`src/rtl/apb_mem_slave_pkg.sv`:
```
// Shared types and elaboration helpers for the APB scratch memory completer.
package apb_mem_slave_pkg;

  typedef enum logic {
    IDLE   = 1'b0,
    ACCESS = 1'b1
  } apb_state_e;

  localparam int BYTE_W = 8;

  function automatic int clog2(input int n);
    int r;
    r = 0;
    for (int i = 0; i < 31; i++) begin
      if ((1 << i) < n) r = i + 1;
    end
    return r;
  endfunction

  function automatic int strb_width(input int data_width);
    return data_width / BYTE_W;
  endfunction

endpackage

```
`src/rtl/apb_mem_slave_if.sv`:
```
// APB4 bus bundle between the decoder (master) and the memory completer (slave).
interface apb_mem_slave_if #(
  parameter int DATA_WIDTH = 32,
  parameter int ADDR_WIDTH = 8
);
  logic                    psel;
  logic                    penable;
  logic                    pwrite;
  logic [ADDR_WIDTH-1:0]   paddr;
  logic [DATA_WIDTH-1:0]   pwdata;
  logic [DATA_WIDTH/8-1:0] pstrb;
  logic [DATA_WIDTH-1:0]   prdata;
  logic                    pready;
  logic                    pslverr;

  modport master (
    output psel, penable, pwrite, paddr, pwdata, pstrb,
    input  prdata, pready, pslverr
  );

  modport slave (
    input  psel, penable, pwrite, paddr, pwdata, pstrb,
    output prdata, pready, pslverr
  );
endinterface

```
`src/rtl/apb_mem_slave_bytewr.sv`:
```
// DEPTH x DATA_WIDTH storage with a byte-enabled write port and a registered read port.
module apb_mem_bytewr #(
  parameter int DATA_WIDTH = 32,
  parameter int DEPTH      = 16,
  parameter int AW         = 4
) (
  input  logic                    pclk,
  input  logic                    we,
  input  logic [AW-1:0]           waddr,
  input  logic [DATA_WIDTH/8-1:0] wstrb,
  input  logic [DATA_WIDTH-1:0]   wdata,
  input  logic                    re,
  input  logic [AW-1:0]           raddr,
  output logic [DATA_WIDTH-1:0]   rdata
);
  logic [DATA_WIDTH-1:0] mem [DEPTH];

  // No reset on purpose: contents survive preset and the array maps onto plain RAM.
  always_ff @(posedge pclk) begin
    if (we) begin
      for (int i = 0; i < DATA_WIDTH/8; i++) begin
        if (wstrb[i]) mem[waddr][8*i +: 8] <= wdata[8*i +: 8];
      end
    end
    if (re) rdata <= mem[raddr];
  end
endmodule

```
`src/rtl/apb_mem_slave.sv`:
```
// APB4 completer over a byte-writable word memory with programmable wait states
// and pslverr on out-of-range word indices.
module apb_mem_slave
  import apb_mem_slave_pkg::*;
#(
  parameter int DATA_WIDTH  = 32,
  parameter int ADDR_WIDTH  = 8,
  parameter int DEPTH       = 16,
  parameter int WAIT_STATES = 0
) (
  input logic            pclk,
  input logic            preset,
  apb_mem_slave_if.slave bus
);
  localparam int NB  = strb_width(DATA_WIDTH);
  localparam int OFS = clog2(NB);
  localparam int IW  = ADDR_WIDTH - OFS;
  localparam int AW  = (DEPTH > 1) ? clog2(DEPTH) : 1;
  localparam logic [3:0] WS4 = 4'(WAIT_STATES);

  apb_state_e      state, state_nxt;
  logic [IW-1:0]   idx_q, cur_idx;
  logic            wr_q, oor_q, cur_oor;
  logic [3:0]      cnt, cnt_nxt;
  logic            pready_q, pready_nxt;
  logic            pslverr_q, pslverr_nxt;
  logic            rd_zero_q, rd_zero_nxt;
  logic            setup, done, we, re;
  logic [AW-1:0]   raddr;
  logic [DATA_WIDTH-1:0] rdata;
  logic            unused_paddr;

  assign cur_idx      = bus.paddr[ADDR_WIDTH-1:OFS];
  assign cur_oor      = 32'(cur_idx) >= DEPTH;
  assign unused_paddr = ^bus.paddr;
  assign setup        = (state == IDLE) && bus.psel && !bus.penable;
  assign done         = (state == ACCESS) && bus.psel && bus.penable && pready_q;

  // With zero wait states the read fires at the setup edge, before idx_q is loaded.
  assign raddr = (state == IDLE) ? cur_idx[AW-1:0] : idx_q[AW-1:0];

  always_ff @(posedge pclk or posedge preset) begin
    if (preset) begin
      state     <= IDLE;
      cnt       <= '0;
      pready_q  <= 1'b0;
      pslverr_q <= 1'b0;
      rd_zero_q <= 1'b1;
      idx_q     <= '0;
      wr_q      <= 1'b0;
      oor_q     <= 1'b0;
    end else begin
      state     <= state_nxt;
      cnt       <= cnt_nxt;
      pready_q  <= pready_nxt;
      pslverr_q <= pslverr_nxt;
      rd_zero_q <= rd_zero_nxt;
      if (setup) begin
        idx_q <= cur_idx;
        wr_q  <= bus.pwrite;
        oor_q <= cur_oor;
      end
    end
  end

  always_comb begin
    state_nxt = state;
    case (state)
      IDLE:   if (setup) state_nxt = ACCESS;
      ACCESS: if (!bus.psel || done) state_nxt = IDLE;
    endcase
  end

  always_comb begin
    cnt_nxt     = cnt;
    pready_nxt  = pready_q;
    pslverr_nxt = pslverr_q;
    rd_zero_nxt = rd_zero_q;
    we          = 1'b0;
    re          = 1'b0;
    case (state)
      IDLE: begin
        pready_nxt  = 1'b0;
        pslverr_nxt = 1'b0;
        if (setup) begin
          cnt_nxt = WS4;
          if (WAIT_STATES == 0) begin
            pready_nxt  = 1'b1;
            pslverr_nxt = cur_oor;
            if (!bus.pwrite) begin
              re          = !cur_oor;
              rd_zero_nxt = cur_oor;
            end
          end
        end
      end
      ACCESS: begin
        if (!bus.psel) begin
          pready_nxt  = 1'b0;
          pslverr_nxt = 1'b0;
          cnt_nxt     = '0;
        end else if (done) begin
          we          = wr_q && !oor_q;
          pready_nxt  = 1'b0;
          pslverr_nxt = 1'b0;
        end else if (bus.penable && cnt != 4'd0) begin
          cnt_nxt = cnt - 4'd1;
          if (cnt == 4'd1) begin
            pready_nxt  = 1'b1;
            pslverr_nxt = oor_q;
            if (!wr_q) begin
              re          = !oor_q;
              rd_zero_nxt = oor_q;
            end
          end
        end
      end
    endcase
  end

  apb_mem_bytewr #(
    .DATA_WIDTH (DATA_WIDTH),
    .DEPTH      (DEPTH),
    .AW         (AW)
  ) u_mem (
    .pclk  (pclk),
    .we    (we),
    .waddr (idx_q[AW-1:0]),
    .wstrb (bus.pstrb),
    .wdata (bus.pwdata),
    .re    (re),
    .raddr (raddr),
    .rdata (rdata)
  );

  // Out-of-range reads and reset both present zero without touching the RAM read register.
  assign bus.prdata  = rd_zero_q ? '0 : rdata;
  assign bus.pready  = pready_q;
  assign bus.pslverr = pslverr_q;
endmodule
```
`src/flat_wrapper.sv`:
```
// flat-port wrapper written by rule: the top's interface ports become plain ports
module apb_mem_slave_flat import apb_mem_slave_pkg::*;
#(
  parameter int DATA_WIDTH  = 32,
  parameter int ADDR_WIDTH  = 8,
  parameter int DEPTH       = 16,
  parameter int WAIT_STATES = 0
)
  (pclk, preset, bus_psel, bus_penable, bus_pwrite, bus_paddr, bus_pwdata, bus_pstrb, bus_prdata, bus_pready, bus_pslverr);
  apb_mem_slave_if #(.DATA_WIDTH(DATA_WIDTH), .ADDR_WIDTH(ADDR_WIDTH)) bus_i ();
  input logic pclk;
  input logic preset;
  input wire logic [$bits(bus_i.psel)-1:0] bus_psel;
  input wire logic [$bits(bus_i.penable)-1:0] bus_penable;
  input wire logic [$bits(bus_i.pwrite)-1:0] bus_pwrite;
  input wire logic [$bits(bus_i.paddr)-1:0] bus_paddr;
  input wire logic [$bits(bus_i.pwdata)-1:0] bus_pwdata;
  input wire logic [$bits(bus_i.pstrb)-1:0] bus_pstrb;
  output wire logic [$bits(bus_i.prdata)-1:0] bus_prdata;
  output wire logic [$bits(bus_i.pready)-1:0] bus_pready;
  output wire logic [$bits(bus_i.pslverr)-1:0] bus_pslverr;
  assign bus_i.psel = bus_psel;
  assign bus_i.penable = bus_penable;
  assign bus_i.pwrite = bus_pwrite;
  assign bus_i.paddr = bus_paddr;
  assign bus_i.pwdata = bus_pwdata;
  assign bus_i.pstrb = bus_pstrb;
  assign bus_prdata = bus_i.prdata;
  assign bus_pready = bus_i.pready;
  assign bus_pslverr = bus_i.pslverr;
  apb_mem_slave #(.DATA_WIDTH(DATA_WIDTH), .ADDR_WIDTH(ADDR_WIDTH), .DEPTH(DEPTH), .WAIT_STATES(WAIT_STATES)) u_core (.pclk(pclk), .preset(preset), .bus(bus_i));
endmodule
```
`config.mk`:
```
export PLATFORM = sky130hd
export DESIGN_NAME = apb_mem_slave_flat
export DESIGN_NICKNAME = d
export VERILOG_FILES = /design/src/rtl/apb_mem_slave_pkg.sv /design/src/rtl/apb_mem_slave_if.sv /design/src/rtl/apb_mem_slave_bytewr.sv /design/src/rtl/apb_mem_slave.sv /design/src/flat_wrapper.sv
export SDC_FILE = /design/constraint.sdc
export NUM_CORES = 1
export LEC_CHECK = 0
export CELL_PAD_IN_SITES_DETAIL_PLACEMENT = 1
export CELL_PAD_IN_SITES_GLOBAL_PLACEMENT = 1
export CORE_MARGIN = 2
export CORE_UTILIZATION = 39
export CTS_BUF_LIST = sky130_fd_sc_hd__clkbuf_4 sky130_fd_sc_hd__clkbuf_8 sky130_fd_sc_hd__clkbuf_16
export DETAILED_ROUTE_END_ITERATION = 16
export GPL_ROUTABILITY_DRIVEN = 0
export GPL_TIMING_DRIVEN = 0
export PLACE_DENSITY = 0.59
export SETUP_SLACK_MARGIN = 0.4
export SLEW_MARGIN = 20
export SYNTH_ARGS = -nofsm -noshare
export SYNTH_HDL_FRONTEND = slang
export SYNTH_HIERARCHICAL = 1
export SYNTH_SLANG_ARGS = --single-unit
```
`constraint.sdc`:
```
create_clock -name pclk -period 4.43 [get_ports pclk]
set_input_delay 0.443 -clock pclk [delete_from_list [all_inputs] [get_ports pclk]]
set_output_delay 0.443 -clock pclk [all_outputs]
set_load 0.1 [all_outputs]
```
==> summary.txt <==
Status
  – Status: finished clean

Power and ir drop
  – Switching portion of total power: 26.2%
  – Total power: 12.5 mW
  – Sequential group share of total power: 47.3%
  – Psw: 3.28 mW
  – Power per cell area: 501 mW/mm^2
  – Clock share of power: 37.7%
  – LEAKAGE: 7.76 nW
  – Pint: 9.22 mW
  – Logic pwr share: 15.0%
  – IR drop worst, VDD: 323 uV

Layout
  – Fraction of layout cells with a size suffix above 1: 21.2%
  – Layout net count: 1,206
  – Fillers: 5,002
  – Final core utilization: 46.1%
  – Most common cell after layout, fill and taps aside: edfxtp_1
  – Antenna diodes: 0
  – Layout area overhead: 16.6%
  – Final std cells w/o fill: 1,892
  – Most frequent cells in the layout: edfxtp_1 (544), mux4_2 (128), clkdlybuf4s50_1 (80)

Timing
  – Final setup vio count: 0
  – Final hold vios: 0
  – Slew HR: 27.8%
  – F_max: 259 MHz
  – RSZ-0062 raised after global routing: false
  – Final Max Slew Viols: 0
  – Total negative slack: 0 ps
  – Final Skew: 9.51 ps
  – Hold slack: 196 ps
  – Worst-margin pin slew: 1080 ps
  – Tmin final: 3860 ps
  – Fin crit share: 87.2%

Synthesis
  – Post-synthesis mux area share: 14.0%
  – Synth Instances: 1,013
  – Post-Synth Adder-Cell Area: 0.176%
  – Synthesized flop and latch total: 558
  – Leading area contributor after synthesis: edfxtp_1
  – Simple-gate share of the synthesized area: 3.82%
  – Post-synthesis xor/xnor area fraction: 0%
  – Ys Warns: 6
  – Compound-Gate Fraction of Synth Area: 2.70%
  – Largest family of logic cells by synthesized area: multiplexers
  – Synth area leaders: edfxtp_1 (76%), mux4_2 (13%), a22oi_1 (2.2%)
  – Mapped Nets: 1,065
  – Netlist cell types: 35
  – Area share of the largest cell type after synthesis: 76.4%
  – Synth Cell Area: 0.0214 mm^2
  – Seq/Total Area, Yosys: 78.0%
  – Post-Syn Area per Cell: 21.1 um^2

Global route
  – Number of global-route vias before repair: 11,120
  – Pin count of the biggest net entering global routing: 18
  – Gr usage total: 18.6%
  – Initial antenna violation count: 0
  – Gr ovfl total: 0
  – First-pass GRT wire length: 75.7 mm

CTS
  – H-tree levels: 2
  – Longest Clk Path Bufs: 3
  – Clock buffer count from CTS: 57
  – Clock Pin Slew Worst Setup and Hold Paths: 60 ps
  – Clk_lat worst skew: 600 ps
  – Clk sinks: 558
  – CTS tree: built
  – # hold bufs at CTS: 0
  – Resize count post-CTS: 0
  – Postcts setup bufs: 0
  – CTS Root Cell: clkbuf_16

Setup path
  – FF-to-FF Start: u_core/state
  – CP Depth: 3
  – Crit path cell chain: clkbuf_1 > nor2b_1 > clkdlybuf4s50_1
  – CP Max Fanout: 10
  – Largest stage delay, worst path: 1040 ps
  – R2r setup slk: 1070 ps
  – CP startpoint: u_core/rd_zero_q
  – CP Capture Point: bus_prdata[9]
  – Crit path kind: reg -> out
  – CP max-delay cell: clkdlybuf4s50_1
  – Crit path capture type: output port
  – Startpoint Class: register
  – Worst path bufs/invs: 2
  – Worst Path Required: 3990 ps
  – WP data arrival: 3420 ps
  – CP top delay family: buffers and inverters
  – Reg2Reg Depth: 7
  – Worst reg2reg endpoint: u_core/u_mem/mem[10][17]

Floorplanning
  – Io pins: 83
  – Rows: 85
  – Initial Utilization: 39.6%
  – Core area: 0.0540 mm^2
  – Die width: 238 um
  – Die Height: 238 um
  – Full die area: 0.0567 mm^2

Placement
  – DP Cell Count: 1,791
  – Detailed Place HPWL: 33.1 mm
  – Port bufs: 80

Detailed routing
  – TritonRoute pass-1 iters: 5
  – Final WL: 51.2 mm
  – Drt initial violations: 771
  – Antenna viol nets, final: 0
  – Drt via density: 5.47
  – Vias: 10,354
  – WL/cell: 27.0 um
  – Post-route DRC: 0

Run
  – Maxcap violations: 0

Worst hold path
  – Min-Delay Path Class: in -> async
## metal layers
metal | wire length, um | track usage, % | vias up
met5 | 0 | 0 | -
li1 | - | - | 4459
met1 | 22500 | 25.6 | 5558
met4 | 1210 | 5.76 | 0
met2 | 24800 | 30.2 | 260
met3 | 2680 | 3.68 | 77
## logic make-up (layout without fill, tap and decap cells)
group	Yosys count	in the layout
DFF	558	558
and+or+nand+nor	178	178
muxes	138	138
AOI/OAI and AO/OA	78	78
buffers and inverters	58	241
adders and majority gates	3	3
## power by group through the flow
stage	registers (mW)	clock network, mW	logic [mW]
after floorplan	6.01	0	1.25
after global placement	6.02	0	1.88
after detailed placement	6.02	0	1.90
after CTS	5.91	4.83	1.91
after global routing	5.91	5.02	2.00
final	5.91	4.71	1.88
## layout make-up
class	instances	area [um^2]	area share (%)
clock inverter	32	285	1.14
buffer	51	235	0.944
tap	696	871	3.49
clock buffer	69	1550	6.21
multi-input combinational	397	4450	17.8
inverter	7	26.3	0.105
sequential	558	16700	67.0
timing repair buffer	82	826	3.31
## state kept, by name (all words and copies together) (netlist names)
signal	flops
u_core/wr_q	1
u_core/u_mem/mem	512
u_core/idx_q	4
u_core/bus.pready	1
u_core/cnt	4
u_core/u_mem/rdata	32
u_core/rd_zero_q	1
u_core/oor_q	1
u_core/state	1
u_core/bus.pslverr	1
## worst register-to-register path, stage by stage, from the launching register on
cell	delay (ps)
dfrtp_1	410
buf_1	440
nand2_1	210
nor4b_2	270
buf_2	240
nand2_1	220
clkbuf_1	290
nor2_1	880
## stage by stage
stage | instance area (um^2) | setup slack, ps
6_report | 24900 | 568
4_1_cts | 24900 | 425
3_5_place_dp | 23100 | 981
5_1_grt | 24900 | 422
3_3_place_gp | 23100 | -819
2_1_floorplan | 21400 | 1230
## cells in the mapped netlist, drive strengths merged
cell,n
nand2b,1
o31ai,1
nand2,49
inv,7
dfstp,1
dfrtp,13
a22o,1
nor2,69
nor2b,38
clkbuf,24
nor4,1
nor3b,1
o41ai,1
nor3,2
mux4,128
ha,3
o21ai,4
o31a,1
a21boi,2
a22oi,64
nand4,1
a21oi,2
a221o,1
or3,4
edfxtp,544
nand3,9
a221oi,1
and2,1
buf,27
or4b,1
nor4b,1
mux2,10
## worst min path at each step
stage	start	end	slack, ps	depth (start not counted)
after floorplan	preset	u_core/bus.pready	330	1
after global placement	u_core/cnt[1]	u_core/cnt[1]	520	2
after detailed placement	u_core/wr_q	u_core/wr_q	520	1
after CTS	preset	u_core/bus.pslverr	180	2
after global routing	preset	u_core/bus.pslverr	270	2
final	preset	u_core/bus.pslverr	200	2
No activity file was read; power rests on OpenSTA's default activity.
